`src/rtl/control_sequencer_if.sv`:
```
// Harness/datapath-facing signal bundle of the control sequencer.
// The sequencer uses the master side; the datapath and test harness use the slave side.
interface control_sequencer_if;
  logic        Run;
  logic [31:0] IR;
  logic        PCout;
  logic        MARin;
  logic        IncPC;
  logic        Zin;
  logic        ZLOout;
  logic        PCin;
  logic        Read;
  logic        MDRin;
  logic        MDRout;
  logic        IRin;
  logic        Yin;
  logic [15:0] Rin;
  logic [15:0] Rout;
  logic [4:0]  ALUSelection;
  logic        Busy;
  logic        Halted;
  logic [15:0] RetireCount;

  modport master (
    input  Run, IR,
    output PCout, MARin, IncPC, Zin, ZLOout, PCin, Read, MDRin, MDRout, IRin, Yin,
    output Rin, Rout, ALUSelection, Busy, Halted, RetireCount
  );

  modport slave (
    output Run, IR,
    input  PCout, MARin, IncPC, Zin, ZLOout, PCin, Read, MDRin, MDRout, IRin, Yin,
    input  Rin, Rout, ALUSelection, Busy, Halted, RetireCount
  );
endinterface

```
`src/rtl/control_sequencer.sv`:
```
// Hardwired fetch/execute control unit: three fetch steps, up to three execute
// steps for ALU-class instructions, and a sticky HALT state left only via clr.
module control_sequencer #(
  parameter logic [15:0] RETIRE_INIT = '0
) (
  input  logic                 clk,
  input  logic                 clr,
  control_sequencer_if.master  bus
);

  localparam logic [2:0] S_IDLE = 3'd0;
  localparam logic [2:0] S_T0   = 3'd1;
  localparam logic [2:0] S_T1   = 3'd2;
  localparam logic [2:0] S_T2   = 3'd3;
  localparam logic [2:0] S_T3   = 3'd4;
  localparam logic [2:0] S_T4   = 3'd5;
  localparam logic [2:0] S_T5   = 3'd6;
  localparam logic [2:0] S_HALT = 3'd7;

  logic [2:0]  r_state;
  logic [2:0]  w_next;
  logic [15:0] r_retire;

  logic [4:0]  w_op;
  logic [3:0]  w_ra;
  logic [3:0]  w_rb;
  logic [3:0]  w_rc;
  logic        w_alu_class;
  logic        w_halt_op;
  logic        w_unused_ir;

  logic        w_pcout, w_marin, w_incpc, w_zin, w_zloout, w_pcin;
  logic        w_read, w_mdrin, w_mdrout, w_irin, w_yin;
  logic [15:0] w_rin;
  logic [15:0] w_rout;
  logic [4:0]  w_alusel;

  assign w_op        = bus.IR[31:27];
  assign w_ra        = bus.IR[26:23];
  assign w_rb        = bus.IR[22:19];
  assign w_rc        = bus.IR[18:15];
  assign w_alu_class = (w_op <= 5'd12);
  assign w_halt_op   = (w_op == 5'b11011);
  assign w_unused_ir = ^bus.IR[14:0];

  always_comb begin
    w_next = S_IDLE;
    case (r_state)
      S_IDLE: w_next = bus.Run ? S_T0 : S_IDLE;
      S_T0:   w_next = S_T1;
      S_T1:   w_next = S_T2;
      S_T2:   w_next = S_T3;
      S_T3: begin
        if (w_alu_class)    w_next = S_T4;
        else if (w_halt_op) w_next = S_HALT;
        else                w_next = bus.Run ? S_T0 : S_IDLE;
      end
      S_T4:   w_next = S_T5;
      S_T5:   w_next = bus.Run ? S_T0 : S_IDLE;
      S_HALT: w_next = S_HALT;
      default: w_next = S_IDLE;
    endcase
  end

  always_ff @(posedge clk) begin
    if (clr) begin
      r_state  <= S_IDLE;
      r_retire <= RETIRE_INIT;
    end else begin
      r_state <= w_next;
      if (r_state == S_T5) r_retire <= r_retire + 16'd1;
    end
  end

  // Moore decode: register selects come from IR only in T3..T5, after IRin has loaded it.
  always_comb begin
    w_pcout  = 1'b0;
    w_marin  = 1'b0;
    w_incpc  = 1'b0;
    w_zin    = 1'b0;
    w_zloout = 1'b0;
    w_pcin   = 1'b0;
    w_read   = 1'b0;
    w_mdrin  = 1'b0;
    w_mdrout = 1'b0;
    w_irin   = 1'b0;
    w_yin    = 1'b0;
    w_rin    = '0;
    w_rout   = '0;
    w_alusel = '0;
    case (r_state)
      S_T0: begin
        w_pcout = 1'b1;
        w_marin = 1'b1;
        w_incpc = 1'b1;
        w_zin   = 1'b1;
      end
      S_T1: begin
        w_zloout = 1'b1;
        w_pcin   = 1'b1;
        w_read   = 1'b1;
        w_mdrin  = 1'b1;
      end
      S_T2: begin
        w_mdrout = 1'b1;
        w_irin   = 1'b1;
      end
      S_T3: begin
        if (w_alu_class) begin
          w_rout = 16'h0001 << w_rb;
          w_yin  = 1'b1;
        end
      end
      S_T4: begin
        w_rout   = 16'h0001 << w_rc;
        w_zin    = 1'b1;
        w_alusel = w_op;
      end
      S_T5: begin
        w_zloout = 1'b1;
        w_rin    = 16'h0001 << w_ra;
      end
      default: ;
    endcase
  end

  assign bus.PCout        = w_pcout;
  assign bus.MARin        = w_marin;
  assign bus.IncPC        = w_incpc;
  assign bus.Zin          = w_zin;
  assign bus.ZLOout       = w_zloout;
  assign bus.PCin         = w_pcin;
  assign bus.Read         = w_read;
  assign bus.MDRin        = w_mdrin;
  assign bus.MDRout       = w_mdrout;
  assign bus.IRin         = w_irin;
  assign bus.Yin          = w_yin;
  assign bus.Rin          = w_rin;
  assign bus.Rout         = w_rout;
  assign bus.ALUSelection = w_alusel;
  assign bus.Busy         = (r_state != S_IDLE) && (r_state != S_HALT);
  assign bus.Halted       = (r_state == S_HALT);
  assign bus.RetireCount  = r_retire;

endmodule
```
`src/flat_wrapper.sv`:
```
// flat-port wrapper written by rule: the top's interface ports become plain ports
module control_sequencer_flat 
#(
  parameter logic [15:0] RETIRE_INIT = '0
)
  (clk, clr, bus_Run, bus_IR, bus_PCout, bus_MARin, bus_IncPC, bus_Zin, bus_ZLOout, bus_PCin, bus_Read, bus_MDRin, bus_MDRout, bus_IRin, bus_Yin, bus_Rin, bus_Rout, bus_ALUSelection, bus_Busy, bus_Halted, bus_RetireCount);
  control_sequencer_if bus_i ();
  input  logic clk;
  input  logic clr;
  input wire logic [$bits(bus_i.Run)-1:0] bus_Run;
  input wire logic [$bits(bus_i.IR)-1:0] bus_IR;
  output wire logic [$bits(bus_i.PCout)-1:0] bus_PCout;
  output wire logic [$bits(bus_i.MARin)-1:0] bus_MARin;
  output wire logic [$bits(bus_i.IncPC)-1:0] bus_IncPC;
  output wire logic [$bits(bus_i.Zin)-1:0] bus_Zin;
  output wire logic [$bits(bus_i.ZLOout)-1:0] bus_ZLOout;
  output wire logic [$bits(bus_i.PCin)-1:0] bus_PCin;
  output wire logic [$bits(bus_i.Read)-1:0] bus_Read;
  output wire logic [$bits(bus_i.MDRin)-1:0] bus_MDRin;
  output wire logic [$bits(bus_i.MDRout)-1:0] bus_MDRout;
  output wire logic [$bits(bus_i.IRin)-1:0] bus_IRin;
  output wire logic [$bits(bus_i.Yin)-1:0] bus_Yin;
  output wire logic [$bits(bus_i.Rin)-1:0] bus_Rin;
  output wire logic [$bits(bus_i.Rout)-1:0] bus_Rout;
  output wire logic [$bits(bus_i.ALUSelection)-1:0] bus_ALUSelection;
  output wire logic [$bits(bus_i.Busy)-1:0] bus_Busy;
  output wire logic [$bits(bus_i.Halted)-1:0] bus_Halted;
  output wire logic [$bits(bus_i.RetireCount)-1:0] bus_RetireCount;
  assign bus_i.Run = bus_Run;
  assign bus_i.IR = bus_IR;
  assign bus_PCout = bus_i.PCout;
  assign bus_MARin = bus_i.MARin;
  assign bus_IncPC = bus_i.IncPC;
  assign bus_Zin = bus_i.Zin;
  assign bus_ZLOout = bus_i.ZLOout;
  assign bus_PCin = bus_i.PCin;
  assign bus_Read = bus_i.Read;
  assign bus_MDRin = bus_i.MDRin;
  assign bus_MDRout = bus_i.MDRout;
  assign bus_IRin = bus_i.IRin;
  assign bus_Yin = bus_i.Yin;
  assign bus_Rin = bus_i.Rin;
  assign bus_Rout = bus_i.Rout;
  assign bus_ALUSelection = bus_i.ALUSelection;
  assign bus_Busy = bus_i.Busy;
  assign bus_Halted = bus_i.Halted;
  assign bus_RetireCount = bus_i.RetireCount;
  control_sequencer #(.RETIRE_INIT(RETIRE_INIT)) u_core (.clk(clk), .clr(clr), .bus(bus_i));
endmodule
```
`config.mk`:
```
export PLATFORM = sky130hd
export DESIGN_NAME = control_sequencer_flat
export DESIGN_NICKNAME = d
export VERILOG_FILES = /design/src/rtl/control_sequencer_if.sv /design/src/rtl/control_sequencer.sv /design/src/flat_wrapper.sv
export SDC_FILE = /design/constraint.sdc
export NUM_CORES = 1
export LEC_CHECK = 0
export ABC_CLOCK_PERIOD_IN_PS = 1850
export CAP_MARGIN = 10
export CORE_ASPECT_RATIO = 1.75
export CORE_MARGIN = 2
export CORE_UTILIZATION = 34
export CTS_CLUSTER_DIAMETER = 50
export DETAILED_ROUTE_END_ITERATION = 10
export HOLD_SLACK_MARGIN = 0.03
export PLACE_DENSITY = 0.78
export SLEW_MARGIN = 20
export SYNTH_ARGS = -nofsm -noshare
export SYNTH_HDL_FRONTEND = slang
export SYNTH_SLANG_ARGS = --single-unit
```
`constraint.sdc`:
```
create_clock -name clk -period 1.85 [get_ports clk]
set_input_delay 0.37 -clock clk [delete_from_list [all_inputs] [get_ports clk]]
set_output_delay 0.37 -clock clk [all_outputs]
set_load 0.02 [all_outputs]
```
=== After elaboration in Yosys (flattened, before gate mapping) ===
Index checks and enable logic that the tools add are counted.

* Logic and storage cells: 37
* Bits of input ports: 35
* Bits in registers: 19
* Output and inout bits: 66

* Reduce and logical (&&, ||, !) cells: 6
* Shifts and indexed selects: 3
* Muxes and demuxes: 15
* Equal/unequal tests: 9
* $add $sub $neg: 1
* Magnitude comparators: 1

{| class="wikitable"
|+ Operators with widths
! kind !! number
|-
| 1-bit by 4-bit left shift with 16-bit output, first input constant || 3
|-
| 16-bit 2-to-1 mux || 2
|-
| 16-bit case mux with 2 select lines || 1
|-
| 3-bit case mux with 7 select lines || 1
|-
| 16-bit by 1-bit adder with 16-bit output, second input constant || 1
|-
| 3-bit == test, second input constant || 4
|-
| 1-bit 2-to-1 mux || 8
|-
| 3-bit by 2-bit == test with 1-bit output, second input constant || 2
|-
| 3-bit 2-to-1 mux || 2
|-
| 2-bit OR reduction || 3
|-
| 5-bit == test, second input constant || 1
|-
| 5-bit by 4-bit less-or-equal comparator with 1-bit output, second input constant || 1
|-
| 5-bit 2-to-1 mux || 1
|-
| 3-bit by 1-bit == test with 1-bit output, second input constant || 1
|-
| 3-bit logical NOT || 1
|-
| 3-bit inequality test, second input constant || 1
|-
| 3-bit nonzero test || 1
|-
| 1-bit logical AND || 1
|}

=== Depth between registers and ports, before layout ===
* Depth in word-level cells: 4
* Gate-level depth with buffers: 6
* Mapped depth without buffers: 4

=== Worst setup path after synthesis ===
No wires, ideal clock.

* Path kind: input port to output port
* Start point: input bus_IR[27]
* End point: output bus_Rout[0]
* Arrival time: 1780 ps
* Slack: -300 ps
* Path buffers: 0
* Required time: 1480 ps
* Cell stages on the path: 4
* Cells stage by stage: o211a_1 -> and4bb_2 -> or3b_1 -> o22ai_1

* Longest elaborated chain between the ends: 3

{| class="wikitable"
|+ RTL lines
! what !! RTL line !! source
|-
| start: declaration || flat_wrapper.sv:11 || <nowiki>input wire logic [$bits(bus_i.IR)-1:0] bus_IR;</nowiki>
|-
| 5-bit by 4-bit less-or-equal comparator with 1-bit output || control_sequencer.sv:42 || <nowiki>assign w_alu_class = (w_op <= 5'd12);</nowiki>
|-
| 16-bit 2-to-1 mux || control_sequencer.sv:109 || <nowiki>if (w_alu_class) begin</nowiki>
|-
| 16-bit case mux with 2 select lines || control_sequencer.sv:91 || <nowiki>case (r_state)</nowiki>
|-
| end: declaration || flat_wrapper.sv:24 || <nowiki>output wire logic [$bits(bus_i.Rout)-1:0] bus_Rout;</nowiki>
|}

No other way between the ends.

=== Final worst setup path ===
* Start point: register u_core.r_state[0]
* End point: output bus_Rin[4]

* Longest elaborated chain between the ends: 2

{| class="wikitable"
|+ RTL lines
! what !! RTL line !! source
|-
| start: declaration || control_sequencer.sv:20 || <nowiki>logic [2:0] r_state;</nowiki>
|-
| start signal: assignment || control_sequencer.sv:70 || <nowiki>r_state <= w_next;</nowiki>
|-
| 3-bit == test || control_sequencer.sv:91 ||
|-
| 16-bit 2-to-1 mux || control_sequencer.sv:91 ||
|-
| end: declaration || flat_wrapper.sv:23 || <nowiki>output wire logic [$bits(bus_i.Rin)-1:0] bus_Rin;</nowiki>
|}

No other way between the ends.

==> impl.org <==
** Yosys
- Xor-xnor portion of the synthesized cell area :: 0.0512
- The complex-gate fraction of the synthesized area was 0.163.
- Averaged over all synthesized cells, the footprint is 7.43 sq um.
- Number of enable-type register cells in the synthesized netlist :: 0
- Most used flip-flop cell after synthesis :: sky130_fd_sc_hd__dfxtp_1
- The portion of synthesized area spent on multiplexers is 0.00732.
- Net Count, Synth :: 220
- The Yosys step of the flow raised 0 warnings.
- By area, the combinational part of the netlist is dominated by simple AND/OR/NAND/NOR gates.
- Yosys mapped the design onto 40 distinct sky130hd cell types.
- Synth Area in Adders :: 0.00915
- The mapped netlist covers 1370 sq um.
- Synthesized-area fraction occupied by and/or/nand/nor cells :: 0.412
- Register area share after synthesis :: 0.278
- Flip-flop and latch count after synthesis :: 19
- In the synthesized netlist the async set-or-reset flop fraction comes to 0.
- The cell count after synthesis came out at 184.

** Hold path
- Worst hold path type :: reg2reg
- Along the worst hold path, the cell count comes to 2.
- In this run the most critical hold path is launched from u_core.bus.RetireCount[15]$_SDFFE_PP0P_.
- WHS Endpoint :: u_core.bus.RetireCount[15]$_SDFFE_PP0P_

** Power and ir drop
- The share of total power dissipated in sequential elements is 0.423.
- Cell internal power was estimated by the tool at 708 uW.
- Proportion of power drawn by combinational gates :: 0.300
- Switching power :: 304 uW
- Proportion of power drawn by the clock network :: 0.277
- IR analysis of the VDD net gives a maximum drop of 0.000363 V.
- For this design the ratio of total power to cell area is 356 nW/um^2.
- Switch share :: 0.300
- Leakage power figure :: 0.00111 uW

** STA
- Based on the critical path, the design can be clocked at up to 467 MHz.
- Worst Tran Pin Value :: 0.385 ns
- Setup repair after global routing could not meet its margin everywhere.
- Final hold violation count :: 0
- Worst setup skew after layout :: 0.00270 ns
- Post-route setup slack :: -0.290 ns
- The max-slew violation count came to 0.
- Final setup violation count :: 32
- Dividing the final minimum period by the clock period gives 1.16.
- For the finished layout, the period the worst path requires is 2.14 ns.
- Worst-case headroom to the max-slew limit :: 0.743

** Setup path
- Reg2Reg Capture Point :: u_core.bus.RetireCount[11]$_SDFFE_PP0P_
- Data arrival time of the worst path :: 1.77 ns
- Reg-to-reg startpoint :: u_core.r_state[2]$_SDFF_PP0_
- The worst setup path is of the reg2out kind.
- The worst setup path is launched from a flip-flop.
- Crit-path max FO :: 4
- Number of cells on the worst reg-to-reg path :: 5
- Register-to-register setup slack :: 0.16 ns
- Kind of end point of the critical path :: output pin
- At the worst endpoint, the required time is 1.48 ns.

** Layout
- Measured on the finished design, the core utilization comes to 0.735.
- Commonest cells after routing, fill and taps aside :: sky130_fd_sc_hd__buf_4 (40), sky130_fd_sc_hd__buf_6 (34), sky130_fd_sc_hd__clkdlybuf4s50_1 (28), sky130_fd_sc_hd__nor2_1 (21), sky130_fd_sc_hd__dfxtp_1 (16)
- Leaving out fill and tap cells, the most frequent cell in the layout is sky130_fd_sc_hd__buf_4.
- Compared with the post-synthesis result, the final layout area differs by 108%.
- In the final layout, the share of cells above drive strength 1 is 0.475.
- With fillers left out, the area of the finished cells amounts to 2840 sq um.
- Net count of the finished layout :: 338
- 0 antenna diodes ended up in the layout.

** Floorplanning
- The initial utilization of the core area, before any placement, comes to 0.354.
- From left edge to right edge, the die measures 51.9 microns.
- 101 I/O pins were placed.
- The die covers 4570 sq um.
- Vertical die dimension :: 87.9 microns
- Standard cell core area :: 3870 sq um
- Cell Rows :: 30

** Clocking
- The later pin in the worst-skew pair is clocked with a latency of 0.25 ns.
- The clock drives 19 sinks.
- Number of clock buffers inserted by TritonCTS :: 3
- After clock tree synthesis, the clock-pin slew on the worst setup and hold paths is 0.07 ns.
- Clock tree from TritonCTS :: done
- Clock Tree Buf Depth :: 2
- The tree is rooted in a sky130_fd_sc_hd__clkbuf_8.
- H-Tree Depth :: 1

** Global route
- Number of global-route vias before repair :: 1790
- The first global-routing pass estimated 8070 microns of wire.
- Layer with the highest usage :: met2
- For this run, global-route usage on met1 was measured as 0.219.
- Number of antenna violations at the first check in global routing :: 0
- Met3 layer usage reported by global route :: 0.0444
- Overflow left after global routing :: 0
- GR Util All Layers :: 0.229
- For this run, global-route usage on met2 was measured as 0.464.
- Maximum number of pins on one net before global-route repair :: 20

** Status
- Violated checks :: setup timing
- The run finished, with violations left.

** Detailed routing
- Total wire length after detailed routing :: 5340 microns
- Vias post-DR :: 1815
- Drt initial violations :: 36
- After detailed routing, the average wire length per cell comes to 15.3 microns.
- Number of vias per cell after detailed routing :: 5.20
- After detailed routing, the number of remaining DRC violations is 0.
- In this run the remaining antenna-violating nets after routing total 0.
- For this run, the detailed router's first-pass iteration total came to 4.

** Placed design
- Final RePlAce weighted congestion :: 0.809
- Detailed placement HPWL :: 3820 microns
- The count of buffers added on input and output ports is 85.
- Cell area after placement :: 2550 sq um

** Job
- Max-cap violations :: 0
-- synthesized netlist by cell type (6+ instances only) --
library cell | number | area (sq um)
sky130_fd_sc_hd__dfxtp_1 | 19 | 380
sky130_fd_sc_hd__nand3_1 | 7 | 35.0
sky130_fd_sc_hd__a21oi_1 | 9 | 45.0
sky130_fd_sc_hd__and3_1 | 6 | 37.5
sky130_fd_sc_hd__nor2_1 | 28 | 105
sky130_fd_sc_hd__o22ai_1 | 17 | 106
sky130_fd_sc_hd__nand2_1 | 8 | 30.0
sky130_fd_sc_hd__xor2_1 | 7 | 61.3
sky130_fd_sc_hd__buf_4 | 7 | 52.6
sky130_fd_sc_hd__nor3_1 | 8 | 40.0
sky130_fd_sc_hd__nand3b_1 | 6 | 45.0
sky130_fd_sc_hd__nand2b_1 | 7 | 43.8
-- kinds of logic after synthesis --
kind of cell    after synthesis
xor+xnor                      8
buf+inv                      19
flops                        19
compound gates               37
mux                           1
simple gates                 99
fa+ha+maj                     1
-- state kept, by name, summed over array words and instances (netlist names) --
register / cells
u_core.bus.RetireCount: 16
u_core.r_state: 3
-- what timing repair did --
item	in CTS	in global routing
pin swaps	10	13
hold buffers	0	0
setup endpoints to repair	50	50
buffers inserted	7	11
resized for setup	231	68
-- metal layers --
layer	up-vias	wire length [microns]
met5	-	0
met1	836	1760
met2	66	3180
met4	0	107
li1	903	-
met3	10	293
-- how the worst max path moves through the flow --
stage / startpoint / endpoint / depth (start not counted)
floorplan: bus_IR[27] / bus_Rout[0] / 4
global placement: bus_IR[27] / bus_Rout[4] / 6
detailed placement: bus_IR[27] / bus_Rout[4] / 6
CTS: bus_IR[28] / bus_Rout[4] / 6
global route: u_core.r_state[0]$_SDFF_PP0_ / bus_Rout[3] / 5
finish: u_core.r_state[0]$_SDFF_PP0_ / bus_Rin[4] / 6
-- cell type report --
class | count | area [sq um]
tap | 48 | 60.1
fill | 303 | 1030
sequential | 19 | 389
clock buffer | 4 | 45.0
multi-input combinational | 146 | 1200
timing repair buffer | 127 | 1130
inverter | 5 | 18.8
-- power groups by stage --
stage	Combinational, uW	Clock, uW	Sequential (uW)
CTS	282	287	425
global route	327	304	429
finish	303	280	428
global placement	286	0	432
detailed placement	291	0	432
floorplan	149	0	428
-- critical path: stages, from the launching register on --
cell	delay, ns
sky130_fd_sc_hd__dfxtp_4	0.37
sky130_fd_sc_hd__buf_6	0.12
sky130_fd_sc_hd__and3b_1	0.22
sky130_fd_sc_hd__or3b_4	0.43
sky130_fd_sc_hd__buf_4	0.15
sky130_fd_sc_hd__nor2_2	0.08
sky130_fd_sc_hd__buf_4	0.15
-- metrics by stage --
stage	power (uW)	setup slack [ns]	instances	TNS [ns]	hold WS, ns
finish	1010	-0.290	349	-4.54	0.479
global placement	718	-1.05	327	-23.49	0.469
detailed placement	723	-1.09	327	-24.66	0.471
global route	1060	-0.330	349	-6.28	0.503
CTS	994	-0.308	338	-3.63	0.481
floorplan	577	-0.101	184	-0.652	0.551
Note: power is estimated with default switching activity, not from simulation.
